`src/rtl/uart_receiver.sv`:
```
// UART receiver: 8N1-style frames (DATA_BITS data bits, LSB first) sampled at mid-bit,
// with a ready/valid output holding register and frame-error / overrun pulses.
module uart_receiver #(
   parameter int DATA_BITS  = 8,
   parameter int BAUD_COUNT = 868
) (
   input  logic                 CLK100MHZ,
   input  logic                 reset_n,
   input  logic                 RXD,
   input  logic                 rx_ready,
   output logic [DATA_BITS-1:0] rx_data,
   output logic                 rx_valid,
   output logic                 frame_err,
   output logic                 overrun
);

   localparam int CNT_W = (BAUD_COUNT > 1) ? $clog2(BAUD_COUNT) : 1;
   localparam int IDX_W = (DATA_BITS > 1) ? $clog2(DATA_BITS) : 1;
   localparam logic [CNT_W-1:0] HALF_LAST = CNT_W'(BAUD_COUNT / 2 - 1);
   localparam logic [CNT_W-1:0] BIT_LAST  = CNT_W'(BAUD_COUNT - 1);
   localparam logic [IDX_W-1:0] IDX_LAST  = IDX_W'(DATA_BITS - 1);

   typedef enum logic [1:0] {
      IDLE  = 2'd0,
      START = 2'd1,
      DATA  = 2'd2,
      STOP  = 2'd3
   } state_t;

   logic                 sync_meta_q;
   logic                 rxs_q;
   state_t               state_q,     state_d;
   logic [CNT_W-1:0]     cnt_q,       cnt_d;
   logic [IDX_W-1:0]     idx_q,       idx_d;
   logic [DATA_BITS-1:0] shift_q,     shift_d;
   logic                 stop_ok_q,   stop_ok_d;
   logic [DATA_BITS-1:0] rx_data_q,   rx_data_d;
   logic                 rx_valid_q,  rx_valid_d;
   logic                 frame_err_q, frame_err_d;
   logic                 overrun_q,   overrun_d;

   // Frame sequencing: every sample point and every state change clears the counter.
   always_comb begin
      state_d     = state_q;
      cnt_d       = cnt_q;
      idx_d       = idx_q;
      shift_d     = shift_q;
      stop_ok_d   = 1'b0;
      frame_err_d = 1'b0;
      case (state_q)
         IDLE: begin
            cnt_d = '0;
            idx_d = '0;
            if (!rxs_q) begin
               state_d = START;
            end
         end
         START: begin
            if (cnt_q == HALF_LAST) begin
               cnt_d   = '0;
               idx_d   = '0;
               state_d = rxs_q ? IDLE : DATA;
            end else begin
               cnt_d = cnt_q + 1'b1;
            end
         end
         DATA: begin
            if (cnt_q == BIT_LAST) begin
               cnt_d          = '0;
               shift_d[idx_q] = rxs_q;
               if (idx_q == IDX_LAST) begin
                  idx_d   = '0;
                  state_d = STOP;
               end else begin
                  idx_d = idx_q + 1'b1;
               end
            end else begin
               cnt_d = cnt_q + 1'b1;
            end
         end
         STOP: begin
            if (cnt_q == BIT_LAST) begin
               cnt_d       = '0;
               state_d     = IDLE;
               stop_ok_d   = rxs_q;
               frame_err_d = !rxs_q;
            end else begin
               cnt_d = cnt_q + 1'b1;
            end
         end
         default: begin
            state_d = IDLE;
            cnt_d   = '0;
            idx_d   = '0;
         end
      endcase
   end

   // A completed good frame always lands; overrun only if the old byte was not taken this cycle.
   always_comb begin
      rx_data_d  = rx_data_q;
      rx_valid_d = rx_valid_q;
      overrun_d  = 1'b0;
      if (rx_valid_q && rx_ready) begin
         rx_valid_d = 1'b0;
      end
      if (stop_ok_q) begin
         rx_data_d  = shift_q;
         rx_valid_d = 1'b1;
         overrun_d  = rx_valid_q && !rx_ready;
      end
   end

   always_ff @(posedge CLK100MHZ or negedge reset_n) begin
      if (!reset_n) begin
         sync_meta_q <= 1'b1;
         rxs_q       <= 1'b1;
         state_q     <= IDLE;
         cnt_q       <= '0;
         idx_q       <= '0;
         shift_q     <= '0;
         stop_ok_q   <= 1'b0;
         rx_data_q   <= '0;
         rx_valid_q  <= 1'b0;
         frame_err_q <= 1'b0;
         overrun_q   <= 1'b0;
      end else begin
         sync_meta_q <= RXD;
         rxs_q       <= sync_meta_q;
         state_q     <= state_d;
         cnt_q       <= cnt_d;
         idx_q       <= idx_d;
         shift_q     <= shift_d;
         stop_ok_q   <= stop_ok_d;
         rx_data_q   <= rx_data_d;
         rx_valid_q  <= rx_valid_d;
         frame_err_q <= frame_err_d;
         overrun_q   <= overrun_d;
      end
   end

   assign rx_data   = rx_data_q;
   assign rx_valid  = rx_valid_q;
   assign frame_err = frame_err_q;
   assign overrun   = overrun_q;

endmodule
```
`config.mk`:
```
export PLATFORM = sky130hd
export DESIGN_NAME = uart_receiver
export DESIGN_NICKNAME = d
export VERILOG_FILES = /design/src/rtl/uart_receiver.sv
export SDC_FILE = /design/constraint.sdc
export NUM_CORES = 1
export LEC_CHECK = 0
export BUFFER_PORTS_ARGS = -buffer_cell sky130_fd_sc_hd__buf_2
export CAP_MARGIN = 20
export CELL_PAD_IN_SITES_DETAIL_PLACEMENT = 1
export CELL_PAD_IN_SITES_GLOBAL_PLACEMENT = 1
export CORE_MARGIN = 5
export CORE_UTILIZATION = 47
export CTS_CLUSTER_DIAMETER = 80
export DETAILED_ROUTE_END_ITERATION = 10
export GPL_TIMING_DRIVEN = 0
export PLACE_DENSITY_LB_ADDON = 0.1
export SLEW_MARGIN = 20
export SYNTH_ARGS = -nofsm -noshare
export SYNTH_HDL_FRONTEND = slang
export SYNTH_SLANG_ARGS = --single-unit
export TNS_END_PERCENT = 20
```
`constraint.sdc`:
```
create_clock -name CLK100MHZ -period 2.1 [get_ports CLK100MHZ]
set_input_delay 0.21 -clock CLK100MHZ [delete_from_list [all_inputs] [get_ports CLK100MHZ]]
set_output_delay 0.21 -clock CLK100MHZ [all_outputs]
set_load 0.01 [all_outputs]
```
==> flow_summary.yaml <==
logic_synthesis:
  synth_fa_ha_area_frac: 0.0303
  yosys-top-cells-count: "dfrtp_1, nor2_1, mux2_2"
  synth-main-ff-cell: "dfrtp_1"
  syn_inst: 136
  synth-simple-area-share: 0.172
  synth_cell_types: 30
  synth-compound-area-share: 0.0363
  synthMuxAreaShare: 0.132
  ys_ff_latch: 37
  async_flop_share: 1.00
  synth_most_common_cell: "dfrtp_1"
  yosys.area_share.xor_xnor: 0.0424
  syn_area_um2: 1650
  ys_seq_area_frac: 0.562
  yosys_warnings: 0
  synth_top_cells_by_area: "dfrtp_1, mux2_2, nor2_1"
  syn_nets: 144
  postSynthAreaPerCell_um2: 12.2
  synth.largest_area_cell: "dfrtp_1"
  synth_edf_count: 0
  yosys.area.top_type_share: 0.530
  synth_top_family_by_area: "simple AND/OR/NAND/NOR gates"
floorplanning:
  rows: 21
  ioPinCount: 15
  chipHeight_um: 69.3
  core-area_um2: 3360
  die_w_um: 69.3
  dieArea_um2: 4800
  start_util: 0.491
clocking:
  h-tree-depth: 2
  cts_sinks: 37
  ctsResizeCount: 0
  cts-buffers-inserted: 5
  clkSlewWorstSetupHoldPaths_ns: 0.11
  cts_tree: "done"
  cts_setup_buffers: 0
  clk_latency_ns: 0.34
  root_buffer: "clkbuf_4"
  clockBufferDepth: 2
worst_setup_path:
  path_buf_inv: 0
  ff2ff_path_depth: 4
  startpoint_type: "register"
  r2r_end: "idx_q[0]"
  critPathTopFamily: "simple AND/OR/NAND/NOR gates"
  required_ns: 2.34
  worstPathArrival_ns: 2.15
  rrSetupSlack_ns: 0.19
  path_max_fanout: 5
  crit_path_end_kind: "register"
  r2r-start: "cnt_q[3]"
  slowest_delay_ns: 0.56
  crit_slowest_cell: "or4b_4"
  critical_path_depth: 4
  crit_type: "reg2reg"
  worstPathCellList: "or4b_4 -> o31a_1 -> a21o_1 -> mux2_4"
outcome:
  status: "completed"
drt:
  drt-met1-wl_um: 1410
  vias_per_cell: 5.31
  top_layer: "met4"
  antenna_left: 0
  routed_wirelength_um: 3060
  firstDrtPassIters: 4
  drc: 0
  wl_met3_um: 100
  routed-wl-met2_um: 1490
  post_drt_wl_per_cell_um: 14.9
  vias: 1088
  drt_iter0_markers: 63
worst_hold_path:
  worstHoldStart: "rx_ready"
  min_path_cells: 3
  whs_endpoint: "rx_valid"
  hold_class: "in2reg"
timing:
  skew_ns: 0.0130
  slew_headroom: 0.473
  timing.fmax_ghz: 0.525
  maxSlewViolCount: 0
  period_share: 0.907
  setup_viol: 0
  setup_slack_ns: 0.195
  hold_violations: 0
  period_minus_slack_ns: 1.91
  fin_setup_tns_ns: 0
  rsz0062_at_grt: "false"
  worstMarginPinSlew_ns: 0.790
grt:
  grt_max_degree: 38
  grt_usage: 0.143
  grt_pass1_vias: 1168
  grt_first_pass_wirelength_um: 5460
  antenna_found_initial: 0
  globalRouteOverflowTotal: 0
layout:
  multi_input_area_um2: 682
  layout-drive-gt1-share: 0.289
  area_growth_pct: 12.3
  final_util: 0.552
  diodes: 0
  nFillCells: 387
  final_nets: 167
  seq_area_um2: 928
placed_design:
  dp_hpwl_um: 2190
  pre_cts_ws_ns: 0.191
  gp_congestion: 0.797
  io_buffers: 14
run:
  cap_violations: 0
pwr:
  p_per_area_nw_per_um2: 602
  ir_drop_uv: 403
  leakage_nw: 0.922
## metal layers
metal,vias up,track usage
met5,-,0
met4,0,0.0716
met3,5,0.0391
met2,16,0.228
met1,546,0.177
li1,521,-
## stage by stage
step	cell area, µm²	hold WS [ns]	std cells	total power, mW
after floorplan	1650	-0.0856	136	0.734
after global routing	1860	0.193	205	1.16
after global placement	1780	0.315	196	0.751
after CTS	1860	0.168	205	1.13
final	1860	0.181	205	1.12
after detailed placement	1780	0.317	196	0.752
## how the worst max path moves through the flow
| stage | start | endpoint | slack [ns] |
|---|---|---|---|
| after floorplan | cnt_q[3] | idx_q[0] | 0.28 |
| after global placement | cnt_q[3] | idx_q[0] | 0.22 |
| after detailed placement | cnt_q[3] | cnt_q[8] | 0.19 |
| after CTS | cnt_q[3] | cnt_q[8] | 0.19 |
| after global routing | state_q[0] | shift_q[6] | 0.09 |
| final | cnt_q[3] | idx_q[0] | 0.19 |
## worst min-delay path, cell delays in order
cell	delay, ns
buf_2	0.10
inv_1	0.06
a21o_1	0.12
## state kept, by name, indices dropped and copies added (netlist names), named ones only
signal	count
cnt_q	10
frame_err	1
idx_q	3
overrun	1
rx_data	8
rx_valid	1
rxs_q	1
shift_q	8
state_q	1
stop_ok_q	1
sync_meta_q	1
## where the power goes
| part | leakage [nW] | internal [mW] | switching [mW] |
|---|---|---|---|
| sequential | 0.495 | 0.716 | 0.00131 |
| clock | 0.0314 | 0.158 | 0.219 |
| combinational | 0.395 | 0.00539 | 0.0175 |
## area by class of cell
| class | instances | area share |
|---|---|---|
| Multi-Input combinational cell | 88 | 0.367 |
| Timing Repair Buffer | 16 | 0.0486 |
| Buffer | 4 | 0.00877 |
| Sequential cell | 37 | 0.500 |
| Inverter | 7 | 0.0142 |
| Clock buffer | 7 | 0.0297 |
| Tap cell | 46 | 0.0310 |
## cells by family (layout without fill, tap and decap cells)
| logic type | after synthesis | after routing |
|---|---|---|
| simple gates | 51 | 51 |
| flops | 37 | 37 |
| mux | 18 | 18 |
| buf+inv | 11 | 34 |
| xor+xnor | 8 | 8 |
| compound gates | 7 | 7 |
| fa+ha+maj | 4 | 4 |
## cell usage in the layout, fill, tap and decap left out, types with 2 or more instances in the layout
cell type / count
dfrtp_1: 35
nor2_1: 18
mux2_2: 16
buf_2: 15
xnor2_1: 7
inv_1: 7
nor3_1: 6
nand2_1: 5
nand3_1: 5
clkbuf_4: 5
clkbuf_1: 4
nor4_1: 4
ha_1: 4
nand3b_1: 2
and4bb_2: 2
and3_1: 2
a21o_1: 2
nor4b_1: 2
a32o_1: 2
dlygate4sd3_1: 2
dfstp_2: 2
## repair_timing
| action | CTS | global route |
|---|---|---|
| hold buffers | 2 | 0 |
| endpoints found under the hold margin | 36 | 0 |
| endpoints found under the setup margin | 0 | 0 |
Note: power is estimated with default switching activity, not from simulation.
